--- src/rtl/rggen_rtl_pkg.sv ---
// Shared types for the rggen RTL blocks: transfer direction, AXI response
// codes and the state encoding of the AXI4-Lite to APB bridge.
package rggen_rtl_pkg;

    typedef enum logic {
        RGGEN_READ  = 1'b0,
        RGGEN_WRITE = 1'b1
    } rggen_direction;

    typedef enum logic [1:0] {
        RGGEN_OKAY   = 2'b00,
        RGGEN_EXOKAY = 2'b01,
        RGGEN_SLVERR = 2'b10,
        RGGEN_DECERR = 2'b11
    } rggen_axi_resp;

    typedef enum logic [2:0] {
        RGGEN_BRIDGE_IDLE   = 3'd0,
        RGGEN_BRIDGE_SETUP  = 3'd1,
        RGGEN_BRIDGE_ACCESS = 3'd2,
        RGGEN_BRIDGE_WRESP  = 3'd3,
        RGGEN_BRIDGE_RRESP  = 3'd4
    } rggen_bridge_state;

endpackage

--- src/rtl/rggen_axi4lite_to_apb_bridge.sv ---
// AXI4-Lite to APB bridge. One transaction in flight at a time; reads and
// writes share the APB port with round-robin priority between them.
//
// Handshake rule: every channel transfers on the cycle where its valid and
// ready are both high. AW and W are granted together, combinationally, only
// in IDLE; B/R valid is held with stable payload until the host's ready.
module rggen_axi4lite_to_apb_bridge
    import rggen_rtl_pkg::*;
#(
    parameter int ADDRESS_WIDTH = 32,
    parameter int DATA_WIDTH    = 32
)(
    input  logic                      clk,
    input  logic                      rst_n,
    input  logic                      awvalid,
    output logic                      awready,
    input  logic [ADDRESS_WIDTH-1:0]  awaddr,
    input  logic                      wvalid,
    output logic                      wready,
    input  logic [DATA_WIDTH-1:0]     wdata,
    input  logic [DATA_WIDTH/8-1:0]   wstrb,
    output logic                      bvalid,
    input  logic                      bready,
    output logic [1:0]                bresp,
    input  logic                      arvalid,
    output logic                      arready,
    input  logic [ADDRESS_WIDTH-1:0]  araddr,
    output logic                      rvalid,
    input  logic                      rready,
    output logic [DATA_WIDTH-1:0]     rdata,
    output logic [1:0]                rresp,
    output logic                      psel,
    output logic                      penable,
    output logic [ADDRESS_WIDTH-1:0]  paddr,
    output logic                      pwrite,
    output logic [DATA_WIDTH-1:0]     pwdata,
    output logic [DATA_WIDTH/8-1:0]   pstrb,
    input  logic                      pready,
    input  logic [DATA_WIDTH-1:0]     prdata,
    input  logic                      pslverr
);

    localparam int STRB_WIDTH = DATA_WIDTH / 8;

    rggen_bridge_state state;
    rggen_bridge_state state_next;
    rggen_direction    direction;
    logic              priority_write;
    logic              resp_error;
    logic              write_request;
    logic              read_request;
    logic              grant_write;
    logic              grant_read;

    // Grants are gated by rst_n so no handshake is offered while in reset.
    assign write_request = awvalid && wvalid;
    assign read_request  = arvalid;
    assign grant_write   = rst_n && (state == RGGEN_BRIDGE_IDLE) && write_request
                           && (priority_write || !read_request);
    assign grant_read    = rst_n && (state == RGGEN_BRIDGE_IDLE) && read_request
                           && (!priority_write || !write_request);

    assign awready = grant_write;
    assign wready  = grant_write;
    assign arready = grant_read;
    assign pwrite  = (direction == RGGEN_WRITE);

    // State register.
    always_ff @(posedge clk) begin
        if (!rst_n) begin
            state <= RGGEN_BRIDGE_IDLE;
        end else begin
            state <= state_next;
        end
    end

    // Next-state decode and per-state APB/response strobes.
    always_comb begin
        state_next = state;
        psel       = 1'b0;
        penable    = 1'b0;
        bvalid     = 1'b0;
        rvalid     = 1'b0;
        bresp      = RGGEN_OKAY;
        rresp      = RGGEN_OKAY;
        case (state)
            RGGEN_BRIDGE_IDLE: begin
                if (grant_write || grant_read) begin
                    state_next = RGGEN_BRIDGE_SETUP;
                end
            end
            RGGEN_BRIDGE_SETUP: begin
                psel       = 1'b1;
                state_next = RGGEN_BRIDGE_ACCESS;
            end
            RGGEN_BRIDGE_ACCESS: begin
                psel    = 1'b1;
                penable = 1'b1;
                if (pready) begin
                    state_next = (direction == RGGEN_WRITE) ? RGGEN_BRIDGE_WRESP
                                                            : RGGEN_BRIDGE_RRESP;
                end
            end
            RGGEN_BRIDGE_WRESP: begin
                bvalid = 1'b1;
                bresp  = resp_error ? RGGEN_SLVERR : RGGEN_OKAY;
                if (bready) begin
                    state_next = RGGEN_BRIDGE_IDLE;
                end
            end
            RGGEN_BRIDGE_RRESP: begin
                rvalid = 1'b1;
                rresp  = resp_error ? RGGEN_SLVERR : RGGEN_OKAY;
                if (rready) begin
                    state_next = RGGEN_BRIDGE_IDLE;
                end
            end
            default: begin
                state_next = RGGEN_BRIDGE_IDLE;
            end
        endcase
    end

    // Round-robin: the side that did not win holds priority next time.
    always_ff @(posedge clk) begin
        if (!rst_n) begin
            priority_write <= 1'b1;
        end else if (grant_write) begin
            priority_write <= 1'b0;
        end else if (grant_read) begin
            priority_write <= 1'b1;
        end
    end

    // Latch the granted request; held stable through SETUP/ACCESS and idle.
    always_ff @(posedge clk) begin
        if (!rst_n) begin
            paddr     <= '0;
            direction <= RGGEN_READ;
            pwdata    <= '0;
            pstrb     <= '0;
        end else if (grant_write) begin
            paddr     <= awaddr;
            direction <= RGGEN_WRITE;
            pwdata    <= wdata;
            pstrb     <= wstrb;
        end else if (grant_read) begin
            paddr     <= araddr;
            direction <= RGGEN_READ;
            pwdata    <= '0;
            pstrb     <= {STRB_WIDTH{1'b0}};
        end
    end

    // Capture the APB completion status and read data.
    always_ff @(posedge clk) begin
        if (!rst_n) begin
            rdata      <= '0;
            resp_error <= 1'b0;
        end else if ((state == RGGEN_BRIDGE_ACCESS) && pready) begin
            resp_error <= pslverr;
            if (direction == RGGEN_READ) begin
                rdata <= prdata;
            end
        end
    end

endmodule
--- config.mk ---
export PLATFORM = sky130hd
export DESIGN_NAME = rggen_axi4lite_to_apb_bridge
export DESIGN_NICKNAME = d
export VERILOG_FILES = /design/src/rtl/rggen_rtl_pkg.sv /design/src/rtl/rggen_axi4lite_to_apb_bridge.sv
export SDC_FILE = /design/constraint.sdc
export NUM_CORES = 1
export LEC_CHECK = 0
export ABC_AREA = 1
export CAP_MARGIN = 10
export CORE_UTILIZATION = 43
export CTS_BUF_LIST = sky130_fd_sc_hd__clkbuf_4
export DETAILED_ROUTE_END_ITERATION = 10
export PLACE_DENSITY = 0.95
export SYNTH_ARGS = -nofsm -noshare
export SYNTH_HDL_FRONTEND = slang
export SYNTH_SLANG_ARGS = --single-unit
--- constraint.sdc ---
create_clock -name clk -period 2.95 [get_ports clk]
set_input_delay 0.295 -clock clk [delete_from_list [all_inputs] [get_ports clk]]
set_output_delay 0.295 -clock clk [all_outputs]
set_load 0.03 [all_outputs]
==> results of run 1 <==
## flip-flops by register name (all words and copies together), names as in the netlist
register	cells
pwrite	1
state	3
pwdata	32
pstrb	4
priority_write	1
resp_error	1
paddr	32
rdata	32
## worst max-delay path: stages, from the launching register on
cell and delay (ns):
dfxtp_1 0.45, nor2_4 0.20, nand3_4 0.08, nor3_1 0.29, clkdlybuf4s50_1 0.75
## logic make-up (layout without fill, tap and decap cells)
group	after synthesis	count (layout)	share of synthesized area [%]
and+or+nand+nor	266	266	25.7
AOI/OAI and AO/OA	142	142	17.8
DFF	106	106	47.4
buffers and inverters	91	318	9.10
other	1	2	0.0837
## synthesized netlist by cell type, types with 2 or more instances
library cell,count,share of area [%]
a21oi_1,104,12
buf_1,2,0.17
buf_2,17,1.9
buf_4,10,1.7
clkbuf_1,18,1.5
dfxtp_1,106,47
inv_1,40,3.4
inv_2,2,0.17
nand2_1,176,15
nand3_1,69,7.7
nor2_1,9,0.75
nor3_1,4,0.45
o21ai_0,4,0.45
o21bai_1,33,5.5
## layer usage
layer	vias to the layer above	GRT usage, %	wire, um
li1	2411	-	-
met1	2255	29.1	5590
met2	206	45.0	7180
met3	24	6.64	886
met4	0	8.88	308
met5	-	0	0
## cell type report
class,instances,share of cell area (%)
Inverter,43,2.25
Multi-Input combinational cell,410,27.5
Timing Repair Buffer,259,36.4
Sequential cell,106,29.6
Clock buffer,10,1.05
Clock inverter,6,0.856
Tap cell,133,2.32
## worst max-delay path by stage
stage	slack (ns)	from	end	cells past startpoint
6_report	0.46	state[0]$_SDFFE_PN0P_	arready	4
5_1_grt	0.33	state[0]$_SDFFE_PN0P_	arready	4
4_1_cts	0.42	state[0]$_SDFFE_PN0P_	arready	4
3_5_place_dp	0.57	rst_n	pwdata[9]$_SDFFE_PN0P_	7
3_3_place_gp	0.57	arvalid	arready	4
2_1_floorplan	1.19	state[0]$_SDFFE_PN0P_	arready	4
## per-stage QoR
stage	setup WS (ns)	util (%)	cell area (um^2)	power [W]
6_report	0.458	71.9	7160	0.00392
4_1_cts	0.420	71.9	7160	0.00394
2_1_floorplan	1.19	-	4480	0.00260
5_1_grt	0.333	71.9	7160	0.00413
3_5_place_dp	0.572	70.6	7020	0.00324
3_3_place_gp	0.571	70.6	7020	0.00321
## power by group through the flow
stage | combinational (W) | clock [W] | sequential, W
6_report | 0.00152 | 0.000709 | 0.00169
3_5_place_dp | 0.00152 | 0 | 0.00172
4_1_cts | 0.00152 | 0.000725 | 0.00169
5_1_grt | 0.00163 | 0.000797 | 0.00171
2_1_floorplan | 0.000622 | 0 | 0.00198
3_3_place_gp | 0.00149 | 0 | 0.00171
==> metrics.cfg, run 1 <==
[sta]
slew_violations=0
relSlewSlack_pct=50.1
setup_viol=0
grt_setup_unrepaired=no
finalHoldViolations=0
worst_pin_slew_ns=0.746
whs_ns=0.383
period_needed_ns=2.49
max_freq_mhz=401
totalNegativeSetupSlack_ns=0
post-route-period-util_pct=84.5
skew_ns=0.0246

[run]
drv_cap=0

[setup_path]
timing.rr.start=state[0]$_SDFFE_PN0P_
worst_r2r_endpoint=paddr[21]$_SDFFE_PN0P_
worstPathRequired_ns=2.65
end_kind=primary output
cp-start-kind=register
path_class=reg2out
worstPathArrival_ns=2.20
r2r_setup_slack_ns=0.77
path_max_fanout=8
ff2ff_path_depth=7

[logic_synthesis]
synthFlopType=dfxtp_1
synth_area_per_cell_um2=7.39
synth-edff-count=0
ys_types=26
syn_area_um2=4480
synth_cells=606
async_reset_ff_share_pct=0
ys.warnings.count=0
synth-seq-cells=106
synth-seq-area-share_pct=47.4

[placed_design]
dp_cells=951
hpwl_um=10000
place_congestion=0.818
port_buffers=250

[routing]
vias=4896
wl_per_cell_um=14.4
drc=0
detail-route-antenna-nets=0
drt_iter0_drc=326
totalWireLength_um=14000
vias_per_cell=5.06
drtPass1Iterations=7

[final_layout]
fin_cells=967
drive_gt1_share_pct=4.56
fillers=755
layout.nets=970
syn_to_final_growth_pct=59.8
seq_area_um2=2120
layout_common_cells=clkdlybuf4s50_1, nand2_1, dfxtp_1
multi_input_area_um2=1970
final_common_cell=clkdlybuf4s50_1
n_antenna_cell=0

[hold_path]
min_from=wdata[15]
worstHoldPathCells=3
hold_path_class=in2reg
hold_end=pwdata[15]$_SDFFE_PN0P_

[clocking]
cts_resized=0
clk_latency_ns=0.44
htree_levels=3
root_buffer=clkbuf_4
path_clk_slew_ns=0.17
cts_made_buffers=9
cts_tree=built
cts_setup_buffers=0
cts_buffer_depth=2
cts.sinks=106
hold_buffers=0

[floorplan]
die_w_um=104
dieHeight_um=104
pin_count=253
die_area_um2=10800
initial_core_util_pct=45.0
coreArea_um2=9950
rows=36

[power_and_ir_drop]
switchingPower_w=0.00149
p_int_w=0.00243
sw_frac_of_total_pct=38.1
p_clk_share_pct=18.1
peakVddDrop_mv=0.285
p_leak_nw=2.58
pwr-share-comb_pct=38.8
seq_power_share_pct=43.1
powerDensity_nw_per_um2=548

[global_route]
grt_pass1_wl_um=22200
grt_max_degree=90
antenna_found_initial=0
grt_pass1_vias=4532
grt_overflow=0
gr-usage-all-layers_pct=25.3

[status]
status=completed

(Power assumes the default switching activity.)
==> run 2: changes to the inputs <==
CORE_UTILIZATION = 40   (was 43)
PLACE_DENSITY = 0.93   (was 0.95)
clock period = 2.5 ns   (was 2.95 ns; I/O delays follow)
==> metrics.cfg, run 2 (synthesis gave the netlist of run 1 again) <==
[final_layout]
drive_gt1_share_pct=4.79  ; +0.23 points
layout.nets=971  ; +0.10%
reg_top3=paddr: 32 flops, pwdata: 32 flops, rdata: 32 flops
layout_common_cells=clkdlybuf4s50_1, nand2_1, dfxtp_1
n_antenna_cell=0  ; unchanged
syn_to_final_growth_pct=60.7
post-route-util_pct=66.1  ; -5.8 points
final_common_cell=clkdlybuf4s50_1

[sta]
relSlewSlack_pct=60.5  ; +10 points
max_freq_mhz=429
period_needed_ns=2.33
post-route-period-util_pct=93.2
setup_viol=0  ; unchanged
skew_ns=0.0196  ; -0.00492 ns
worst_pin_slew_ns=0.590  ; -0.156 ns
finalHoldViolations=0  ; unchanged
grt_setup_unrepaired=no
whs_ns=0.349  ; -0.0344 ns
slew_violations=0  ; unchanged
totalNegativeSetupSlack_ns=0  ; unchanged
fin_ws_ns=0.169  ; -0.289 ns

[floorplan]
dieHeight_um=108  ; +3.6%
initial_core_util_pct=41.2  ; -3.9 points
coreArea_um2=10900  ; +9.4%
pin_count=253  ; unchanged
die_area_um2=11600  ; +7.4%
rows=38  ; +5.6%
die_w_um=108  ; +3.6%

[global_route]
gr-usage-all-layers_pct=22.6  ; -2.7 points
antenna_found_initial=0  ; unchanged
grt_pass1_vias=4528  ; -0.088%
grt_pass1_wl_um=21000  ; -5.1%
grt_max_degree=56  ; -38%
grt_overflow=0  ; unchanged

[setup_path]
worst_r2r_endpoint=rdata[21]$_SDFFE_PN0P_
worstPathArrival_ns=2.08  ; -0.12 ns
cp-start-kind=register
ff2ff_path_depth=7  ; unchanged
path_cells=nand2_1, nor3_1, clkdlybuf4s50_1
critPathBufInv=1  ; unchanged
cp_top_family=buffers and inverters
end_kind=primary output
slowest_delay_ns=0.73  ; -0.02 ns
path_max_fanout=8  ; unchanged
slowest_stage=clkdlybuf4s50_1
worstPathRequired_ns=2.25  ; -0.40 ns
path_class=reg2out
timing.rr.start=state[1]$_SDFFE_PN0P_
r2r_setup_slack_ns=0.61  ; -0.16 ns

[power_and_ir_drop]
p_leak_nw=2.61  ; +0.91%
powerDensity_nw_per_um2=650  ; +19%
total_power_w=0.00468  ; +19%
peakVddDrop_mv=0.323  ; +13%

[clocking]
htree_levels=3  ; unchanged
cts_resized=0  ; unchanged
cts_setup_buffers=0  ; unchanged
path_clk_slew_ns=0.18  ; about the same
cts.sinks=106  ; unchanged
root_buffer=clkbuf_4
cts_tree=built
cts_buffer_depth=2  ; unchanged
clk_latency_ns=0.43  ; about the same
hold_buffers=0  ; unchanged
cts_made_buffers=9  ; unchanged

[placed_design]
place_congestion=0.797  ; -2.5%
pre_cts_slack_ns=0.372  ; -0.200 ns
hpwl_um=9730  ; -3.0%
port_buffers=250  ; unchanged

[routing]
drt_iter0_drc=255  ; -22%
vias=4825  ; -1.5%
drc=0  ; unchanged
vias_per_cell=4.95  ; -2.3%
detail-route-antenna-nets=0  ; unchanged
totalWireLength_um=13300  ; -4.9%
drtPass1Iterations=4  ; -3
wl_per_cell_um=13.6  ; -5.7%

[hold_path]
worstHoldPathCells=3  ; unchanged
hold_end=pwdata[17]$_SDFFE_PN0P_
min_from=wdata[17]
hold_path_class=in2reg

[run]
drv_cap=0  ; unchanged

[status]
status=completed

==> run 2: through the flow <==
step           cell area [um^2]  cells
3_5_place_dp               7050    959
4_1_cts                    7200    975
6_report                   7200    975
5_1_grt                    7200    975
3_3_place_gp               7050    959
2_1_floorplan              4480    607
==> run 2: area by class of cell <==
class                   instances  area, um^2
repair buffers                260        2620
multi-input cells             410        1970
clock inverters                 7        83.8
flip-flops and latches        106        2120
clock buffers                   9        67.6
well taps                     140         175
inverters                      43         161
fillers                       901        3690
==> run 2: worst max-delay path by stage <==
stage	start	end	slack, ns	cells after the start
floorplan	state[0]$_SDFFE_PN0P_	arready	0.79	4
global route	state[1]$_SDFFE_PN0P_	psel	0.02	5
CTS	state[0]$_SDFFE_PN0P_	bresp[1]	0.1	3
detailed placement	arvalid	paddr[29]$_SDFFE_PN0P_	0.37	6
global placement	rst_n	paddr[28]$_SDFFE_PN0P_	0.45	6
finish	state[0]$_SDFFE_PN0P_	bresp[1]	0.17	3
==> run 2: layer usage <==
layer	wire (um)	track usage, %	up-vias	share of wire, %
li1	-	-	2414	-
met1	5240	24.6	2209	39
met2	6670	40.7	180	50
met3	1130	7.93	22	8.5
met4	253	6.95	0	1.9
met5	0	0	-	0
==> run 2: power by group <==
group | leakage (nW) | switching, W | internal [W] | total [W]
Combinational | 1.66 | 0.00103 | 0.000754 | 0.00179
Clock | 0.0843 | 0.000581 | 0.000326 | 0.000907
Sequential | 0.861 | 0.000115 | 0.00187 | 0.00199
Total | 2.61 | 0.00173 | 0.00295 | 0.00468
==> run 2: tightest hold or removal path, cell delays in order <==
cell             delay (ns)
clkdlybuf4s50_1        0.39
nand2_1                0.06
a21oi_1                0.05
